`src/rtl/key_cfg_ctrl.sv`:
```
// Key-driven configuration sequencer: IDLE/EDIT/COMMIT over a shadow mode/parameter pair,
// committed downstream via valid/ready. Define KEY_CFG_PARAM_WRAP_EN for wrapping parameter edits.
module key_cfg_ctrl #(
    parameter int unsigned MODE_NUM    = 4,
    parameter int unsigned PARAM_W     = 8,
    parameter int unsigned PARAM_MAX   = 255,
    parameter int unsigned PARAM_INIT  = 0,
    parameter int unsigned STEP        = 1,
    parameter int unsigned TIMEOUT_CYC = 150_000_000
) (
    input  logic                        sys_clk,
    input  logic                        sys_rst_n,
    input  logic                        iKey1,
    input  logic                        iKey2,
    input  logic                        iKey3,
    output logic [$clog2(MODE_NUM)-1:0] oMode,
    output logic [PARAM_W-1:0]          oParam,
    output logic                        oCfgValid,
    input  logic                        iCfgReady,
    output logic                        oEditing,
    output logic [$clog2(MODE_NUM)-1:0] oEditMode,
    output logic [PARAM_W-1:0]          oEditParam
);

    localparam int unsigned MODE_W = $clog2(MODE_NUM);
    localparam int unsigned CNT_W  = $clog2(TIMEOUT_CYC);

    localparam logic [MODE_W-1:0]  MODE_LAST = MODE_W'(MODE_NUM - 1);
    localparam logic [PARAM_W:0]   STEP_X    = (PARAM_W + 1)'(STEP);
    localparam logic [PARAM_W:0]   MAX_X     = (PARAM_W + 1)'(PARAM_MAX);
    localparam logic [PARAM_W-1:0] STEP_N    = PARAM_W'(STEP);
    localparam logic [PARAM_W-1:0] MAX_N     = PARAM_W'(PARAM_MAX);
    localparam logic [PARAM_W-1:0] PARAM_RST = PARAM_W'(PARAM_INIT);
    localparam logic [CNT_W-1:0]   CNT_LAST  = CNT_W'(TIMEOUT_CYC - 1);

    typedef enum logic [1:0] {
        IDLE,
        EDIT,
        COMMIT
    } stateT;

    stateT             state;
    stateT             stateNext;
    logic [CNT_W-1:0]  idleCnt;
    logic              keyAny;
    logic              timeoutHit;
    logic [PARAM_W:0]  paramUp;
    logic [PARAM_W-1:0] paramInc;
    logic [PARAM_W-1:0] paramDec;

    assign keyAny     = iKey1 | iKey2 | iKey3;
    assign timeoutHit = (state == EDIT) && !keyAny && (idleCnt == CNT_LAST);

    // Extra headroom bit lets the upper bound be detected without wrapping.
    always_comb begin
        paramUp  = {1'b0, oEditParam} + STEP_X;
`ifdef KEY_CFG_PARAM_WRAP_EN
        paramInc = (paramUp > MAX_X) ? '0 : paramUp[PARAM_W-1:0];
        paramDec = (oEditParam < STEP_N) ? MAX_N : oEditParam - STEP_N;
`else
        paramInc = (paramUp > MAX_X) ? MAX_N : paramUp[PARAM_W-1:0];
        paramDec = (oEditParam < STEP_N) ? '0 : oEditParam - STEP_N;
`endif
    end

    always_ff @(posedge sys_clk) begin
        if (!sys_rst_n) state <= IDLE;
        else            state <= stateNext;
    end

    always_comb begin
        stateNext = state;
        case (state)
            IDLE:    if (iKey1)      stateNext = EDIT;
            EDIT:    if (timeoutHit) stateNext = COMMIT;
            COMMIT:  if (iCfgReady)  stateNext = IDLE;
            default:                 stateNext = IDLE;
        endcase
    end

    always_comb begin
        oEditing  = (state == EDIT);
        oCfgValid = (state == COMMIT);
    end

    always_ff @(posedge sys_clk) begin
        if (!sys_rst_n) begin
            oMode      <= '0;
            oParam     <= PARAM_RST;
            oEditMode  <= '0;
            oEditParam <= PARAM_RST;
            idleCnt    <= '0;
        end else begin
            case (state)
                IDLE: begin
                    if (iKey1) begin
                        oEditMode  <= oMode;
                        oEditParam <= oParam;
                        idleCnt    <= '0;
                    end
                end
                EDIT: begin
                    if (keyAny) idleCnt <= '0;
                    else        idleCnt <= idleCnt + 1'b1;
                    // Mode key wins; opposing up/down pulses cancel each other.
                    if (iKey1)
                        oEditMode <= (oEditMode == MODE_LAST) ? '0 : oEditMode + 1'b1;
                    else if (iKey2 && !iKey3)
                        oEditParam <= paramInc;
                    else if (iKey3 && !iKey2)
                        oEditParam <= paramDec;
                    if (timeoutHit) begin
                        oMode   <= oEditMode;
                        oParam  <= oEditParam;
                        idleCnt <= '0;
                    end
                end
                default: ;
            endcase
        end
    end

endmodule

```
`config.mk`:
```
export PLATFORM = sky130hd
export DESIGN_NAME = key_cfg_ctrl
export DESIGN_NICKNAME = d
export VERILOG_FILES = /design/src/rtl/key_cfg_ctrl.sv
export SDC_FILE = /design/constraint.sdc
export NUM_CORES = 1
export LEC_CHECK = 0
export CAP_MARGIN = 10
export CORE_UTILIZATION = 52
export CTS_BUF_LIST = sky130_fd_sc_hd__clkbuf_16
export DETAILED_ROUTE_END_ITERATION = 10
export GPL_ROUTABILITY_DRIVEN = 1
export PLACE_DENSITY = 0.76
export SKIP_CTS_REPAIR_TIMING = 1
export SLEW_MARGIN = 20
export SYNTH_ARGS = -nofsm -noshare
export SYNTH_HDL_FRONTEND = slang
export SYNTH_SLANG_ARGS = --single-unit
```
`constraint.sdc`:
```
create_clock -name sys_clk -period 2.7 [get_ports sys_clk]
set_input_delay 0.81 -clock sys_clk [delete_from_list [all_inputs] [get_ports sys_clk]]
set_output_delay 0.81 -clock sys_clk [all_outputs]
set_load 0.005 [all_outputs]
```
==> Word-level counts from Yosys, hierarchy flattened <==
Index checks and enable logic that the tools add are counted.
{ "totals": {"word_cells": 57, "in_bits": 6, "ff_bits": 50} }
{ "classes": {"magnitude_cmp": 2, "reduce_logical": 14, "bitwise": 2, "muxes": 19, "n_addsub": 4, "eq_ne": 10} }
{ "op_table": {"columns": ["cell", "count"], "rows": [
  ["$mux 28", 3],
  ["$pmux 28 s2", 1],
  ["$mux 8", 6],
  ["$add 28x1->28 const B", 1],
  ["$eq 28x28->1 const B", 1],
  ["$pmux 8 s2", 1],
  ["$mux 2", 6],
  ["$add 8x1->9 const B", 1],
  ["$gt 9x8->1 const B", 1],
  ["$lt 8x1->1 const B", 1],
  ["$sub 8x1->8 const B", 1],
  ["$ne 2x2->1 const B", 3],
  ["$pmux 2 s3", 1],
  ["$reduce_and 3->1", 2],
  ["$eq 2x2->1 const B", 2],
  ["$logic_and 1x1->1", 4],
  ["$ne 2x1->1 const B", 2],
  ["$pmux 2 s2", 1],
  ["$reduce_and 2->1", 2],
  ["$reduce_and 4->1", 1],
  ["$logic_not 1->1", 3],
  ["$ne 3x1->1 const B", 1],
  ["$add 2x1->2 const B", 1],
  ["$eq 2x1->1 const B", 1],
  ["3 further kinds", 4]
]} }

==> Longest topological paths before layout <==
{ "depth": {"word_depth": 7, "depth_mapped": 11} }

==> Worst setup path before layout <==
OpenSTA, ideal clock, no wires.
{ "synth_timing": {"path_type": "input to register", "from": "input iKey2", "to": "register oParam[4]", "n_path_buf": 3, "required_time_ps": 2584, "t_arrival_ps": 2447, "setup_slack_ps": 137, "setup_ps": 116, "path_stages": 7, "path_cell_list": "or4_4 > buf_6 > or4_1 > buf_6 > buf_8 > mux2i_1 > nor2b_1"} }
{ "synth_between": {"elab_chain_cells": 6} }
{ "synth_rtl": {"columns": ["item", "line", "text"], "rows": [
  ["start: declaration", "14", "input logic iKey2,"],
  ["$or 1x1->1 (2 in a row)", "51", "assign keyAny = iKey1 | iKey2 | iKey3;"],
  ["$logic_not 1->1", "52", "assign timeoutHit = (state == EDIT) && !keyAny && (idleCnt == CNT_LAST);"],
  ["$logic_and 1x1->1 (2 in a row)", "52", null],
  ["$reduce_and 2->1 (no line)", null, null],
  ["end signal: assignment", "114", "oParam <= oEditParam;"],
  ["end: declaration", "17", "output logic [PARAM_W-1:0] oParam,"]
]} }
No other way between the ends.
A chain may end at the register's enable or synchronous reset.

==> Final worst setup path <==
{ "layout_timing": {"from": "input iKey2", "to": "register oParam[7]"} }
Same word-level chain as after synthesis.

==> results by group <==
Power and ir drop
  – Sw frac: 0.236
  – NetSw: between 0.4 and 0.5 mW
  – Register share of total power: 0.455
  – PwrDens: ~470 nW/um2
  – Combinational power share: 0.144
  – Internal Power: 1.30 mW
  – Peak VDD IR: between 200 and 300 uV
  – Clock network power share: 0.400
  – Static Leak: 1.32 nW

Yosys
  – Syn Area/Cell: approximately 8.1 um2
  – Register area share after synthesis: 0.342
  – Proportion of synthesized area in mux cells: 0.0273
  – Distinct cells, synth: between 60 and 70
  – Post-synthesis simple-gate area fraction: 0.295
  – Synth Warn #: 0
  – Largest family of logic cells by synthesized area: simple AND/OR/NAND/NOR gates
  – Adder-cell share of the synthesized area: 0.0213
  – Primary FF master, synth: dfxtp_1
  – #FFs+latches synth: 50
  – EDFF count, synth: 0
  – Post-Synth XOR/XNOR Area: 0.0717
  – Mapped Nets: around 370
  – Asr flop ratio synth: 0
  – Synthesized instance count: 363
  – Synth Area in Compound Gates: 0.181
  – Synthesized area: between 2000 and 3000 um2

Setup path
  – Setup CP Type: in -> reg
  – FF-to-FF Start: idleCnt[10]
  – Critical path launch point: iKey2
  – Startpoint Class: primary input
  – CP Capture Type: register
  – Data arrival, critical path: about 2900 ps
  – WP data required: a little under 3000 ps
  – Critical path peak fanout: 15

STA
  – Final setup vio count: 0
  – Worst-margin pin slew: between 500 and 600 ps
  – Final period util: 0.982
  – Setup ws final: 49.3 ps
  – Slew headroom: 0.599
  – Post-layout min period: roughly 2700 ps
  – Max Clk Rate: between 0.3 and 0.4 GHz
  – Clock Skews: around 4.7 ps
  – Final Max Slew Viols: 0
  – Final Hold Fails: 0

Placement
  – Gp weighted congestion: ~0.9
  – Worst slack, placed: -196 ps
  – Dpl hpwl: between 5 and 6 mm
  – PortBufs: 27
  – Placed insts: between 400 and 500

Route
  – DR iter-0 viols: approximately 190
  – Final ANT Viol Nets: 0
  – Vias/cell: between 5 and 6
  – Wire per inst: about 15 um
  – DRT Pass-1 Iters: 4
  – Remaining routing DRC violations: 0
  – Final wirelength: a little over 7 mm
  – Total number of vias: roughly 2800

Clock network
  – Num CTS Buffers: 5
  – Clk sink count: 50
  – Bufs on Longest Clock Path: 2
  – CTS Root Cell: clkbuf_16
  – Max H-tree Level: 2
  – Clk slew on worst S/H paths: 60 ps
  – Clk_lat worst skew: roughly 290 ps
  – TritonCTS clock tree: built

Floorplan
  – Die height: approximately 77 um
  – Die Area: just under 6000 um2
  – Core area: between 5000 and 6000 um2
  – DIE WIDTH: 77.1 um
  – # rows: 26
  – Initial Utilization: 0.556
  – # IOs: 28

Status
  – Status: finished clean

Final layout
  – Most frequent cells in the layout: 50 x dfxtp_1, 45 x nor2_1, 34 x buf_4
  – Finished Layout Cells: just under 500
  – Final core occ: 0.683
  – Area Overhead vs Synth: 22.8%
  – Ant diodes: 0
  – Final #Nets: about 420
  – Share of layout cells above drive strength 1: 0.133
  – Commonest non-fill, non-tap cell in the layout: dfxtp_1

Global route
  – Gr ovfl total: 0
  – Vias in the first global route: 2742
  – Gr usage total: 0.258
  – Largest net degree at the start of global routing: 16
  – First-pass GRT wire length: ~12 mm
  – Antenna violations before repair: 0

Hold path
  – Worst Hold Class: reg -> reg
  – Worst Hold Launch: idleCnt[13]

Flow run
  – Max-cap violations: 0
-- cell families (layout without fill, tap and decap cells) --
group | Yosys count | after routing
DFF | 50 | 50
xor gates and xnor gates | 24 | 24
and+or+nand+nor | 167 | 167
muxes | 8 | 8
buffers and inverters | 32 | 81
adders and majority gates | 5 | 5
AOI/OAI and AO/OA | 77 | 77
-- through the flow --
stage / cell area (um2) / total power [mW] / hold slack, ps / setup TNS (ps)
after floorplan: 2930 / 0.926 / 458 / 0
after global placement: 3420 / 1.03 / 480 / -2510
after detailed placement: 3420 / 1.03 / 492 / -2960
after CTS: 3580 / 1.72 / 501 / -23.2
after global routing: 3600 / 1.77 / 516 / -4.42
final: 3600 / 1.71 / 500 / 0
-- critical path, cell delays in order --
cell             delay [ps]
clkdlybuf4s50_1         420
or4_4                   560
or4_1                   590
buf_6                   210
nor2_2                   80
a21oi_1                  40
nor2b_1                 150
-- synthesized netlist by cell type (all sizes together) (8+ instances only) --
master  count  share of area
clkbuf      9          0.012
a21oi      14          0.024
nor3        8          0.014
nand3      12          0.020
nand2      33          0.042
dfxtp      50           0.34
xnor2      14          0.042
o21ai      17          0.029
inv        11          0.014
nor2b      18          0.038
mux2i       8          0.027
buf        11          0.031
nor2       48          0.064
xor2       10          0.030
nand4       8          0.017
-- flip-flops by register name, summed over array words and instances, names as in the netlist --
| signal | cells |
|---|---|
| oEditMode | 2 |
| idleCnt | 28 |
| oParam | 8 |
| oEditParam | 8 |
| oMode | 2 |
| state | 2 |
-- path summary, 6_finish.rpt --
| kind | endpoint | slack (ps) | depth (start not counted) |
|---|---|---|---|
| max | oParam[7] | 50 | 7 |
| min reg2reg | idleCnt[13] | 500 | 2 |
| max reg2reg | idleCnt[21] | 340 | 7 |
| min | idleCnt[13] | 500 | 2 |
-- cell type report --
type,instances,area [um2]
clock inverter,2,33.8
fill,443,1670
multi-input combinational,281,1760
clock buffer,5,125
tap,70,87.6
sequential,50,1000
inverter,11,41.3
timing repair buffer,63,551
-- power groups by stage --
| stage | Combinational, mW | Sequential [mW] | Clock [mW] |
|---|---|---|---|
| after floorplan | 0.150 | 0.777 | 0 |
| after global placement | 0.236 | 0.793 | 0 |
| after detailed placement | 0.239 | 0.792 | 0 |
| after CTS | 0.242 | 0.776 | 0.698 |
| after global routing | 0.268 | 0.780 | 0.721 |
| final | 0.246 | 0.777 | 0.683 |
-- layer usage --
metal,share of wire,GRT usage,vias to the layer above
met5,0,0,-
met4,0.016,0.0925,0
met3,0.040,0.0393,11
met2,0.49,0.439,77
met1,0.45,0.328,1299
li1,-,-,1396
Note: power is estimated with default switching activity, not from simulation.
